File: src/rtl/fp_to_int_converter.sv
// fp_to_int_converter: multi-cycle FP32 -> INT32/UINT32 (fcvt.w.s / fcvt.wu.s).
// Decode, align, round, saturate; valid/ready on both sides.
//
// Ports:
//   clk, rst_n       clock, async active-low reset
//   in_valid/ready   operand handshake (fp_a, r_mode, is_unsigned)
//   out_valid/ready  result handshake (int_result, invalid, inexact)
//   r_mode           000 RNE, 001 RTZ, 010 RDN, 011 RUP, 100 RMM
//                    101..111 fall back to DFLT_RM
module fp_to_int_converter #(
  parameter logic [2:0] DFLT_RM = 3'b000
) (
  input  logic        clk,
  input  logic        rst_n,
  input  logic        in_valid,
  output logic        in_ready,
  input  logic [31:0] fp_a,
  input  logic [2:0]  r_mode,
  input  logic        is_unsigned,
  output logic        out_valid,
  input  logic        out_ready,
  output logic [31:0] int_result,
  output logic        invalid,
  output logic        inexact
);

  typedef enum logic [2:0] {
    IDLE,
    DECODE,
    ALIGN,
    ROUND,
    DONE
  } state_t;

  state_t state;

  // captured operand
  logic [31:0] a_q;
  logic [2:0]  rm_q;
  logic        uns_q;

  // decode results
  logic        s_q;
  logic [7:0]  e_q;
  logic [23:0] m_q;
  logic        nan_q;
  logic        inf_q;
  logic        zero_q;

  // align results
  logic [32:0] sh_q;
  logic        g_q;
  logic        st_q;
  logic        ovf_q;

  // decode combinational
  logic        d_zexp;
  logic [7:0]  d_e;
  logic [23:0] d_m;
  logic        d_nan;
  logic        d_inf;
  logic        d_zero;

  always_comb begin
    d_zexp = (a_q[30:23] == 8'd0);
    d_e    = d_zexp ? 8'd1 : a_q[30:23];
    d_m    = {~d_zexp, a_q[22:0]};
    d_nan  = (&a_q[30:23]) & (|a_q[22:0]);
    d_inf  = (&a_q[30:23]) & ~(|a_q[22:0]);
    d_zero = ~(|a_q[30:0]);
  end

  // align combinational: value = m * 2^(e-150)
  logic [32:0] al_sh;
  logic        al_g;
  logic        al_st;
  logic        al_ovf;
  logic [7:0]  rsh;
  logic [50:0] x;

  always_comb begin
    al_sh  = '0;
    al_g   = 1'b0;
    al_st  = 1'b0;
    al_ovf = 1'b0;
    rsh    = 8'd0;
    x      = '0;
    if (e_q >= 8'd159) begin
      // at least 2^32 for any normal mantissa
      al_ovf = 1'b1;
    end else if (e_q >= 8'd150) begin
      al_sh = {9'd0, m_q} << (e_q - 8'd150);
    end else begin
      // a 26-bit shift already pushes every
      // mantissa bit below the guard position
      rsh   = (e_q < 8'd124) ? 8'd26
                             : 8'd150 - e_q;
      x     = {m_q, 27'd0} >> rsh;
      al_sh = {9'd0, x[50:27]};
      al_g  = x[26];
      al_st = |x[25:0];
    end
  end

  // round and range check
  logic        lsb;
  logic        gs;
  logic        incr;
  logic [32:0] mag;
  logic        oor;
  logic [31:0] pos_sat;
  logic [31:0] neg_sat;
  logic [31:0] r_res;
  logic        r_inv;
  logic        r_inx;

  always_comb begin
    lsb = sh_q[0];
    gs  = g_q | st_q;
    case (rm_q)
      3'b001:  incr = 1'b0;
      3'b010:  incr = s_q & gs;
      3'b011:  incr = ~s_q & gs;
      3'b100:  incr = g_q;
      default: incr = g_q & (st_q | lsb);
    endcase
    mag = sh_q + {32'd0, incr};

    oor = ovf_q;
    if (uns_q) begin
      if (s_q) oor = oor | (mag != 33'd0);
      else     oor = oor | mag[32];
    end else begin
      if (s_q) oor = oor | (mag > 33'h0_8000_0000);
      else     oor = oor | (mag > 33'h0_7FFF_FFFF);
    end

    pos_sat = uns_q ? 32'hFFFF_FFFF : 32'h7FFF_FFFF;
    neg_sat = uns_q ? 32'h0000_0000 : 32'h8000_0000;

    r_res = '0;
    r_inv = 1'b0;
    r_inx = 1'b0;
    if (nan_q) begin
      r_res = pos_sat;
      r_inv = 1'b1;
    end else if (inf_q | oor) begin
      r_res = s_q ? neg_sat : pos_sat;
      r_inv = 1'b1;
    end else if (zero_q) begin
      r_res = '0;
    end else begin
      // unsigned negatives only get here with mag==0
      r_res = s_q ? (32'd0 - mag[31:0]) : mag[31:0];
      r_inx = gs;
    end
  end

  always_ff @(posedge clk or negedge rst_n) begin
    if (!rst_n) begin
      state      <= IDLE;
      in_ready   <= 1'b1;
      out_valid  <= 1'b0;
      int_result <= '0;
      invalid    <= 1'b0;
      inexact    <= 1'b0;
      a_q        <= '0;
      rm_q       <= 3'b000;
      uns_q      <= 1'b0;
      s_q        <= 1'b0;
      e_q        <= '0;
      m_q        <= '0;
      nan_q      <= 1'b0;
      inf_q      <= 1'b0;
      zero_q     <= 1'b0;
      sh_q       <= '0;
      g_q        <= 1'b0;
      st_q       <= 1'b0;
      ovf_q      <= 1'b0;
    end else begin
      unique case (state)
        IDLE: begin
          if (in_valid) begin
            a_q      <= fp_a;
            rm_q     <= (r_mode > 3'b100) ? DFLT_RM
                                          : r_mode;
            uns_q    <= is_unsigned;
            in_ready <= 1'b0;
            state    <= DECODE;
          end
        end
        DECODE: begin
          s_q    <= a_q[31];
          e_q    <= d_e;
          m_q    <= d_m;
          nan_q  <= d_nan;
          inf_q  <= d_inf;
          zero_q <= d_zero;
          state  <= ALIGN;
        end
        ALIGN: begin
          sh_q  <= al_sh;
          g_q   <= al_g;
          st_q  <= al_st;
          ovf_q <= al_ovf;
          state <= ROUND;
        end
        ROUND: begin
          int_result <= r_res;
          invalid    <= r_inv;
          inexact    <= r_inx;
          out_valid  <= 1'b1;
          state      <= DONE;
        end
        DONE: begin
          if (out_ready) begin
            out_valid <= 1'b0;
            in_ready  <= 1'b1;
            state     <= IDLE;
          end
        end
        default: begin
          out_valid <= 1'b0;
          in_ready  <= 1'b1;
          state     <= IDLE;
        end
      endcase
    end
  end

endmodule

File: config.mk
export PLATFORM = sky130hd
export DESIGN_NAME = fp_to_int_converter
export DESIGN_NICKNAME = d
export VERILOG_FILES = /design/src/rtl/fp_to_int_converter.sv
export SDC_FILE = /design/constraint.sdc
export NUM_CORES = 1
export LEC_CHECK = 0
export CAP_MARGIN = 25
export CORE_MARGIN = 10
export CORE_UTILIZATION = 40
export CTS_CLUSTER_DIAMETER = 50
export DETAILED_ROUTE_END_ITERATION = 8
export HOLD_SLACK_MARGIN = 0.1
export PLACE_DENSITY = 0.63
export SLEW_MARGIN = 40
export SYNTH_ARGS = -nofsm -noshare
export SYNTH_HDL_FRONTEND = slang
export SYNTH_SLANG_ARGS = --single-unit
File: constraint.sdc
create_clock -name clk -period 5.7 [get_ports clk]
set_input_delay 0.855 -clock clk [delete_from_list [all_inputs] [get_ports clk]]
set_output_delay 0.855 -clock clk [all_outputs]
set_load 0.01 [all_outputs]
==> metrics.txt <==
Post-synth EDFFs=0; Die X=189 µm; Hold Slack=0.246 ns; Post-CTS Hold Fix Bufs=0; Reg clk slew, reported paths=0.08 ns; # fillers=2827; Post-CTS Repair Setup Buffers=0; mux share of post-synthesis cell area=8.88%; Tot Pwr=9.09 mW; diode count=0; PwrDens=702 mW/mm²; Worst Hold Class=in -> async; fin nets=1449; ys flop type=dfrtp_1; Post-Synth XOR/XNOR Area=4.84%; Final Slew Violations=0; worst relative slew slack=48.6%; port bufs=75; WS Path Type=reg -> reg; Core Region=0.0279 mm²; Syn Area/Cell=8.20 µm²; post_cts resized=0; Iteration-0 DRC Markers=1091; syn nets=1436; Die Height=189 µm; synthesized area=0.0114 mm²; Hold Vio Cnt, Final=0; DR WL/cell=19.6 µm; final period utilization=88.4%; crit path DAT=5.40 ns; post-synthesis compound-gate area fraction=24.0%; latest clock arrival within the worst-skew pair=0.44 ns; main combinational cell family by area after synthesis=compound AO/OA/AOI/OAI gates; synth unique cells=95; sw power=4.66 mW; area of the multi-input gates=0.00711 mm²; FF-to-FF End=int_result[4]; ys async rst share=100%; GRT Total Usage=19.5%; sequential fraction of the synthesis area=32.3%; Worst Setup End Kind=register; TNS Setup=0 ns; CTS Sinks=147; share of cells above drive strength 1=12.8%; Total Die Area=0.0356 mm²; total wire length=35100 µm; static leakage=5.04 nW; max-cap viol count=0; cell internal pwr=4.43 mW; synth warn=0; Synth Area in Simple Gates=23.6%; FF-to-FF Start=rm_q[0]; H-tree levels=4; Inserted Clock Buffers=17; WP data required=6.07 ns; cell count after synthesis=1390; I/O pins=76; Period minus WS final=5.04 ns; CTS tree=yes; RSZ-0062 raised after global routing=no; routed via count=10600; Area Overhead vs Synth=13.6%; top post-synthesis cells by count=214 x nand2_1, 146 x dfrtp_1, 140 x nor2_1, 96 x o21ai_0, 82 x a21oi_1; DRC errors left=0; Clock Tree Buf Depth=2; row cnt=61; FF+latch count, synth=147; Clock Skew=0.0202 ns; largest net degree at the start of global routing=98; gr ovfl total=0; Sw Ratio=51.3%; first-pass GRT wire length=57000 µm; initial antenna violation count=1; Root Driver=clkbuf_16; initial core utilization=40.8%; worst IR drop on VDD=0.314 mV; post-detail-place hpwl=26300 µm; FMAX=198 MHz; gpl congestion=0.958; clock share of power=13.5%; ANT nets after route=0; Startpoint Class=register; Synth top area share=32.1%; Comb power frac=62.4%; ranking of synthesized cells by area=dfrtp_1 32%, nand2_1 7.0%, mux2i_1 4.8%; outcome=finished, final reports clean; length of the first detailed-routing pass in iterations=7; setup slack, reg-to-reg=0.66 ns; crit-path max FO=14; vias per cell=5.93; Synth area leader=dfrtp_1; most frequent cell after synthesis=nand2_1; Finish-stage setup viols=0; FF+latch area=0.00368 mm²; vias in the first global route=10400; adder-cell area share of the yosys netlist=0.659%; Worst-Margin Slew=0.769 ns; worst r2r path cells=21; sequential share of power=24.1%
flip-flops by register name, indices dropped and copies added, names as in the netlist, 3 cells and up:
register	count
sh_q	33
a_q	32
int_result	32
m_q	24
e_q	8
rm_q	3
state	3
metrics by stage:
step / area (µm²) / utilization [%] / setup slack (ns) / cells
after global placement: 12300 / 43.9 / 0.805 / 1760
after detailed placement: 12300 / 44.0 / 0.795 / 1761
after CTS: 12900 / 46.2 / 0.763 / 1793
after global routing: 12900 / 46.3 / 0.250 / 1794
final: 12900 / 46.3 / 0.662 / 1794
after floorplan: 11400 / - / 1.70 / 1390
final cells by class:
type	count	area share, %
sequential	147	28.4
clock buffer	17	3.29
tap	378	3.65
clock inverter	15	1.46
timing repair buffer	101	7.56
multi-input combinational	1111	54.9
inverter	25	0.725
critical path, stage by stage (launching register included):
cell and delay, ns:
dfrtp_1 0.40, nor2_1 0.14, nor3_1 0.06, o21ai_0 0.15, a32oi_1 0.07, nor2_1 0.13, ha_1 0.39, ha_1 0.36
inv_1 0.11, ha_1 0.18, nor4b_1 0.26, a31oi_1 0.10, a21oi_1 0.24, nand3_2 0.16, or3_1 0.39, nor4_1 0.60
nand4_1 0.23, a21oi_2 0.28, a21boi_4 0.16, buf_8 0.19, buf_4 0.19, nor3_2 0.18
metal layers:
layer,vias up,wire [µm],GRT usage [%]
met5,-,13,0
met4,2,669,5.80
met3,48,1920,2.82
met2,346,15900,30.1
met1,5162,16600,27.6
li1,5077,-,-
kinds of logic (layout without fill, tap and decap cells):
family / count (synthesis) / in the layout
AO/OA/AOI/OAI: 390 / 390
XOR/XNOR: 63 / 63
adder cells (fa/ha/maj): 6 / 6
buffers and inverters: 132 / 158
flip-flops: 147 / 147
multiplexers: 96 / 96
AND/OR/NAND/NOR: 556 / 556
worst max-delay path by stage:
stage | depth (start not counted) | end | slack (ns) | startpoint
floorplan | 20 | int_result[0] | 1.70 | s_q
global placement | 18 | int_result[6] | 0.80 | rm_q[0]
detailed placement | 21 | int_result[4] | 0.79 | rm_q[0]
CTS | 21 | int_result[4] | 0.76 | rm_q[0]
global route | 21 | int_result[7] | 0.25 | rm_q[0]
finish | 21 | int_result[4] | 0.66 | rm_q[0]
power groups by stage:
stage	registers, mW	logic (mW)	clock network, mW
final	2.19	5.67	1.23
after detailed placement	2.20	5.57	0
after CTS	2.18	5.61	1.24
after global placement	2.18	5.56	0
after floorplan	1.90	4.25	0
after global routing	2.27	6.23	1.28
cell usage in the layout (no fill, tap or decap), types with 7 or more instances in the layout:
| cell | synthesis | routed |
|---|---|---|
| a211oi_1 | 26 | 25 |
| a211oi_2 | 29 | 30 |
| a21oi_1 | 82 | 81 |
| a22o_1 | 12 | 12 |
| a31oi_1 | 12 | 12 |
| and2_1 | 12 | 12 |
| and3_1 | 7 | 7 |
| buf_4 | 6 | 24 |
| clkbuf_16 | 0 | 17 |
| clkdlybuf4s50_1 | 0 | 74 |
| dfrtp_1 | 146 | 146 |
| inv_1 | 24 | 24 |
| mux2_2 | 41 | 41 |
| mux2i_1 | 55 | 55 |
| nand2_1 | 214 | 214 |
| nand2b_1 | 7 | 7 |
| nand3_1 | 26 | 26 |
| nand4_1 | 25 | 25 |
| nor2_1 | 140 | 140 |
| nor2b_1 | 12 | 11 |
| nor3_1 | 33 | 33 |
| nor4_1 | 22 | 20 |
| o21a_1 | 11 | 11 |
| o21ai_0 | 96 | 96 |
| o21ai_1 | 8 | 7 |
| o22a_1 | 19 | 19 |
| o22ai_1 | 18 | 18 |
| xnor2_1 | 44 | 43 |
| xor2_1 | 19 | 19 |
Note: power is estimated with default switching activity, not from simulation.
==> variant 1: new RTL, same flow settings <==
The 5 states of `state_t` get a one-hot encoding in 5 bits.
--- a/src/rtl/fp_to_int_converter.sv
+++ b/src/rtl/fp_to_int_converter.sv
@@ -26,8 +26,8 @@
 
-  typedef enum logic [2:0] {
-    IDLE,
-    DECODE,
-    ALIGN,
-    ROUND,
-    DONE
+  typedef enum logic [4:0] {
+    IDLE   = 5'b00001,
+    DECODE = 5'b00010,
+    ALIGN  = 5'b00100,
+    ROUND  = 5'b01000,
+    DONE   = 5'b10000
   } state_t;
Check against the original RTL: same outputs for any inputs over 4 cycles, from zero or initial values and one cycle with rst_n low; so few cycles prove little.
==> variant 1 against the original RTL <==
  * First-iteration DRC count down 0.18%
  * Wire length up 4.7%
  * Die area about the same
  * Sequential cell count up 2
  * Worst hold slack better by 0.093 ns
  * Worst setup slack better by 0.0076 ns
  * Design area up 0.43%
  * Synthesized area about the same
  * Total power down 14%
==> variant 1: results (changes against the original RTL) <==
Clock network
  • Longest Clk Path Bufs: 2 (unchanged)

Synth
  • Mux cell area share after synthesis: 7.40% (-1.5 points)
  • Yosys cell types: 84 (-12%)
  • Top_reg_cell synth: dfrtp_1
  • Synth Area in Adders: 0.769% (+0.11 points)
  • Post-synthesis sequential area ratio: 32.8% (+0.46 points)
  • Top cells by area, synth: dfrtp_1 (32%), nand2_1 (9.6%), nor2_1 (4.7%)
  • Commonest cells post-synth: nand2_1 (290), dfrtp_1 (147), nor2_1 (142)
  • Xor/xnor share of the synthesized area: 4.61% (-0.23 points)
  • Synth Area in Compound Gates: 21.4% (-2.5 points)

Worst setup path
  • Critical-path top delay cell: or4_1
  • CP max FO: 30 (+16)
  • Crit path DAT: 5.35 ns (-0.05 ns)

STA
  • Clock skew: 0.0172 ns (-0.00300 ns)
  • Worst-margin pin slew: 0.825 ns (+0.0566 ns)
  • Final hold vios: 0 (unchanged)

Route
  • Vias per Instance: 5.93 (about the same)
  • Drt pass-1 iters: 6 (-1)
  • WL/cell: 19.7 microns (+0.44%)
  • Initial DRC count: 1089 (-0.18%)

Pwr
  • Worst VDD drop: 0.000271 V (-13%)
  • LEAKAGE: 5.45 nW (+8.2%)

Final layout
  • Filler instances: 2847 (+0.71%)
  • NumNets Final: 1527 (+5.4%)
  • Layout cells sized above 1: 7.90% (-4.9 points)

GRT
  • GRT Total Usage: 20.6% (+1.1 points)
  • First-pass GRT wire length: 60400 microns (+5.9%)
  • Largest net degree at the start of global routing: 102 (+4.1%)
  • Vias in the first global route: 10700 (+2.6%)

Outcome
  • Status: complete, no violations

Placement
  • GP Congestion: 0.977 (+1.9%)
  • Post-DP HPWL: 27300 microns (+3.7%)
  • Place WS: 0.585 ns (-0.210 ns)
## variant 1: cell types whose count changed after synthesis, sizes merged, moves of 9 or more
cell    change
mux2       -27
nand2      +75
and2       +16
o22a       +11
nand2b     +10
a211oi     -35
mux4       +10
a21oi      -13
nand3      +13
o22ai      +19
clkbuf      -9
mux2i       -9
## variant 1: through the flow
stage | util, % | cells | cell area [sq um] | power [mW]
after floorplan | - | 1463 | 11400 | 5.13
after global placement | 44.3 | 1838 | 12400 | 6.51
after detailed placement | 44.3 | 1838 | 12400 | 6.52
after CTS | 46.4 | 1870 | 13000 | 7.73
after global routing | 46.5 | 1871 | 13000 | 8.41
final | 46.5 | 1871 | 13000 | 7.81
## variant 1: final timing paths
path	start	cells after the start	slack [ns]	to
max in group asynchronous	rst_n	3	4.05	a_q[23]
min in group clk	a_q[31]	2	0.49	a_q[31]
hold / removal	rst_n	1	0.34	m_q[12]
setup / recovery	rm_q[0]	17	0.67	int_result[14]
setup reg to reg	rm_q[0]	17	0.67	int_result[14]
hold reg to reg	a_q[31]	2	0.49	a_q[31]
## variant 1: cell families after synthesis
kind of cell	Yosys count
AO/OA/AOI/OAI	369
XOR/XNOR	60
adder cells (fa/ha/maj)	7
buffers and inverters	126
flip-flops	149
multiplexers	70
AND/OR/NAND/NOR	682
## variant 1: worst register-to-register path, cell delays in order (launching register included)
cell and delay [ns]:
dfrtp_1 0.41, nor2_1 0.16, o21ai_0 0.10, nand2_1 0.08
a21oi_1 0.07, nor2_1 0.13, ha_1 0.33, ha_1 0.39
and3_1 0.49, nand4_2 0.30, or4_1 0.60, and2_1 0.20
nor4_1 0.33, nand4_1 0.20, and2_1 0.26, or3b_4 0.50
nand2b_1 0.21, o221a_2 0.16
## variant 1: area by class of cell
class                      count  area share, %
clock buffer                  18           3.38
clock inverter                14           1.21
inverter                      23          0.674
multi-input combinational   1188           55.0
sequential                   149           28.7
tap                          378           3.64
timing repair buffer         101           7.41
## variant 1: per-layer routing
metal / share of wire [%] / GRT usage [%] / wire, microns
met1: 48 / 29.9 / 17700
met2: 44 / 30.9 / 16200
met3: 5.5 / 2.71 / 2020
met4: 2.4 / 6.38 / 865
met5: 0.019 / 0 / 7
## variant 1: report_power, final
group | total [mW] | leakage (nW) | internal (mW) | switching (mW)
Sequential | 1.91 | 1.95 | 1.41 | 0.498
Combinational | 4.71 | 3.20 | 1.82 | 2.90
Clock | 1.18 | 0.297 | 0.637 | 0.548
==> variant 2: new RTL, config.mk and constraints unchanged <==
Without the edit above. Make the reset (`rst_n`) synchronous in one clocked block. Comments in the files are not updated.
--- a/src/rtl/fp_to_int_converter.sv
+++ b/src/rtl/fp_to_int_converter.sv
@@ -158,3 +158,3 @@
 
-  always_ff @(posedge clk or negedge rst_n) begin
+  always_ff @(posedge clk) begin
     if (!rst_n) begin
Check against the original RTL: differs if rst_n is asserted again (counterexample within 4 cycles, from zero or initial values and one cycle with rst_n low); with rst_n held inactive, the same outputs for 4 cycles.
==> variant 2 against the original RTL <==
  * Design area decreased by 0.25%
  * Worst hold slack better by 0.23 ns
  * Sequential cell count unchanged
  * Synthesized area decreased by 0.35%
  * Wire length grew 6.9%
  * Worst setup slack lost 0.16 ns
  * Fmax shrank 3.1%
  * Critical path depth fell by 7
  * Core utilization is 0.12 points lower
  * Count of clock-buffer cells in the layout stayed put
  * Critical path type unchanged
  * Largest cell class unchanged
  * Highest routed layer is now met4
Power is left out: it rests on default switching activity, and per cell area and clock period it moved more than threefold.
==> variant 2: results (changes against the original RTL) <==
Outcome
  • Status: complete, no violations

Route
  • Routed WL: 37500 microns (+6.9%)
  • Vias per Instance: 6.05 (+2.1%)
  • Initial DRC count: 1319 (+21%)
  • Drt pass-1 iters: 5 (-2)

GRT
  • Initial antenna violation count: 0 (-1)
  • Largest net degree at the start of global routing: 77 (-21%)
  • GR Util met2: 33.8% (+3.7 points)
  • Vias in the first global route: 10900 (+4.7%)
  • First-pass GRT wire length: 60300 microns (+5.7%)
  • Met1 Use GR: 26.6% (-1.0 points)
  • Met3 GRT Util: 3.47% (+0.65 points)

Placement
  • Post-DP HPWL: 28100 microns (+6.8%)
  • GP Congestion: 0.973 (+1.5%)

Final layout
  • Filler instances: 2889 (+2.2%)
  • ANT cells: 0 (unchanged)
  • Layout cells sized above 1: 9.86% (-2.9 points)

Synth
  • Synth Area in Compound Gates: 29.1% (+5.1 points)
  • Top cells by area, synth: dfxtp_1 (26%), nand2_1 (8.3%), a21boi_0 (5.8%)
  • Asr flop ratio synth: 0% (-100 points)
  • Yosys cell types: 83 (-13%)
  • Xor/xnor share of the synthesized area: 5.86% (+1.0 points)
  • Post-synthesis sequential area ratio: 25.9% (-6.4 points)
  • Commonest cells post-synth: nand2_1 (252), dfxtp_1 (147), nor2_1 (108)
  • Top_reg_cell synth: dfxtp_1
  • Net count after synthesis: 1577 (+9.8%)
  • YS warnings: 0 (unchanged)
  • Mux cell area share after synthesis: 6.21% (-2.7 points)
  • Synth Area in Adders: 0.661% (+0.0023 points)

Min path
  • Tightest Hold Check Type: reg2reg

Worst setup path
  • R2R depth: 14 (-33%)
  • Worst setup EP type: flop
  • Slowest stage delay, CP: 0.57 ns (-0.03 ns)
  • CP max FO: 31 (+17)
  • Crit path DAT: 5.51 ns (+0.11 ns)

STA
  • Clock skew: 0.0228 ns (+0.00263 ns)
  • Max_slew headroom: 39.1% (-9.5 points)

Clock network
  • Root buffer cell: clkbuf_16
## variant 2: cell families (layout without fill, tap and decap cells)
logic type	count (synthesis)	count (layout)
DFF	147	147
AOI/OAI and AO/OA	467	467
xor gates and xnor gates	76	76
buffers and inverters	150	150
and+or+nand+nor	623	623
adders and majority gates	6	6
muxes	62	62
## variant 2: metal layers
metal,up-vias,share of wire [%]
met5,-,0
met4,0,2.4
met3,63,5.8
met2,407,47
met1,5510,45
li1,5573,-
## variant 2: layout make-up
class / count / area, sq um / share of cell area [%]
inverters: 18 / 67.6 / 0.523
repair buffers: 100 / 936 / 7.25
clock inverters: 15 / 199 / 1.54
clock buffers: 17 / 425 / 3.29
flip-flops and latches: 147 / 2950 / 22.8
well taps: 378 / 473 / 3.66
multi-input cells: 1234 / 7870 / 60.9
## variant 2: path summary, 6_finish.rpt
path	slack (ns)	to	start
hold reg to reg	0.48	m_q[18]	a_q[18]
setup / recovery	0.50	int_result[16]	g_q
hold / removal	0.48	m_q[18]	a_q[18]
setup reg to reg	0.50	int_result[16]	g_q
## variant 2: through the flow
step	utilization (%)	instance area (sq um)	hold WS [ns]	cells	setup WS, ns
4_1_cts	46.2	12900	0.485	1909	0.362
2_1_floorplan	-	11400	0.441	1531	0.435
3_3_place_gp	43.9	12300	0.458	1877	0.488
3_5_place_dp	44.0	12300	0.472	1877	0.407
6_report	46.2	12900	0.480	1909	0.499
5_1_grt	46.2	12900	0.512	1909	0.164
## variant 2: what timing repair did
action | CTS | global route
setup buffers | 0 | 0
hold buffers | 0 | 0
gates resized for setup | 0 | 1
setup endpoints to repair | 0 | 30
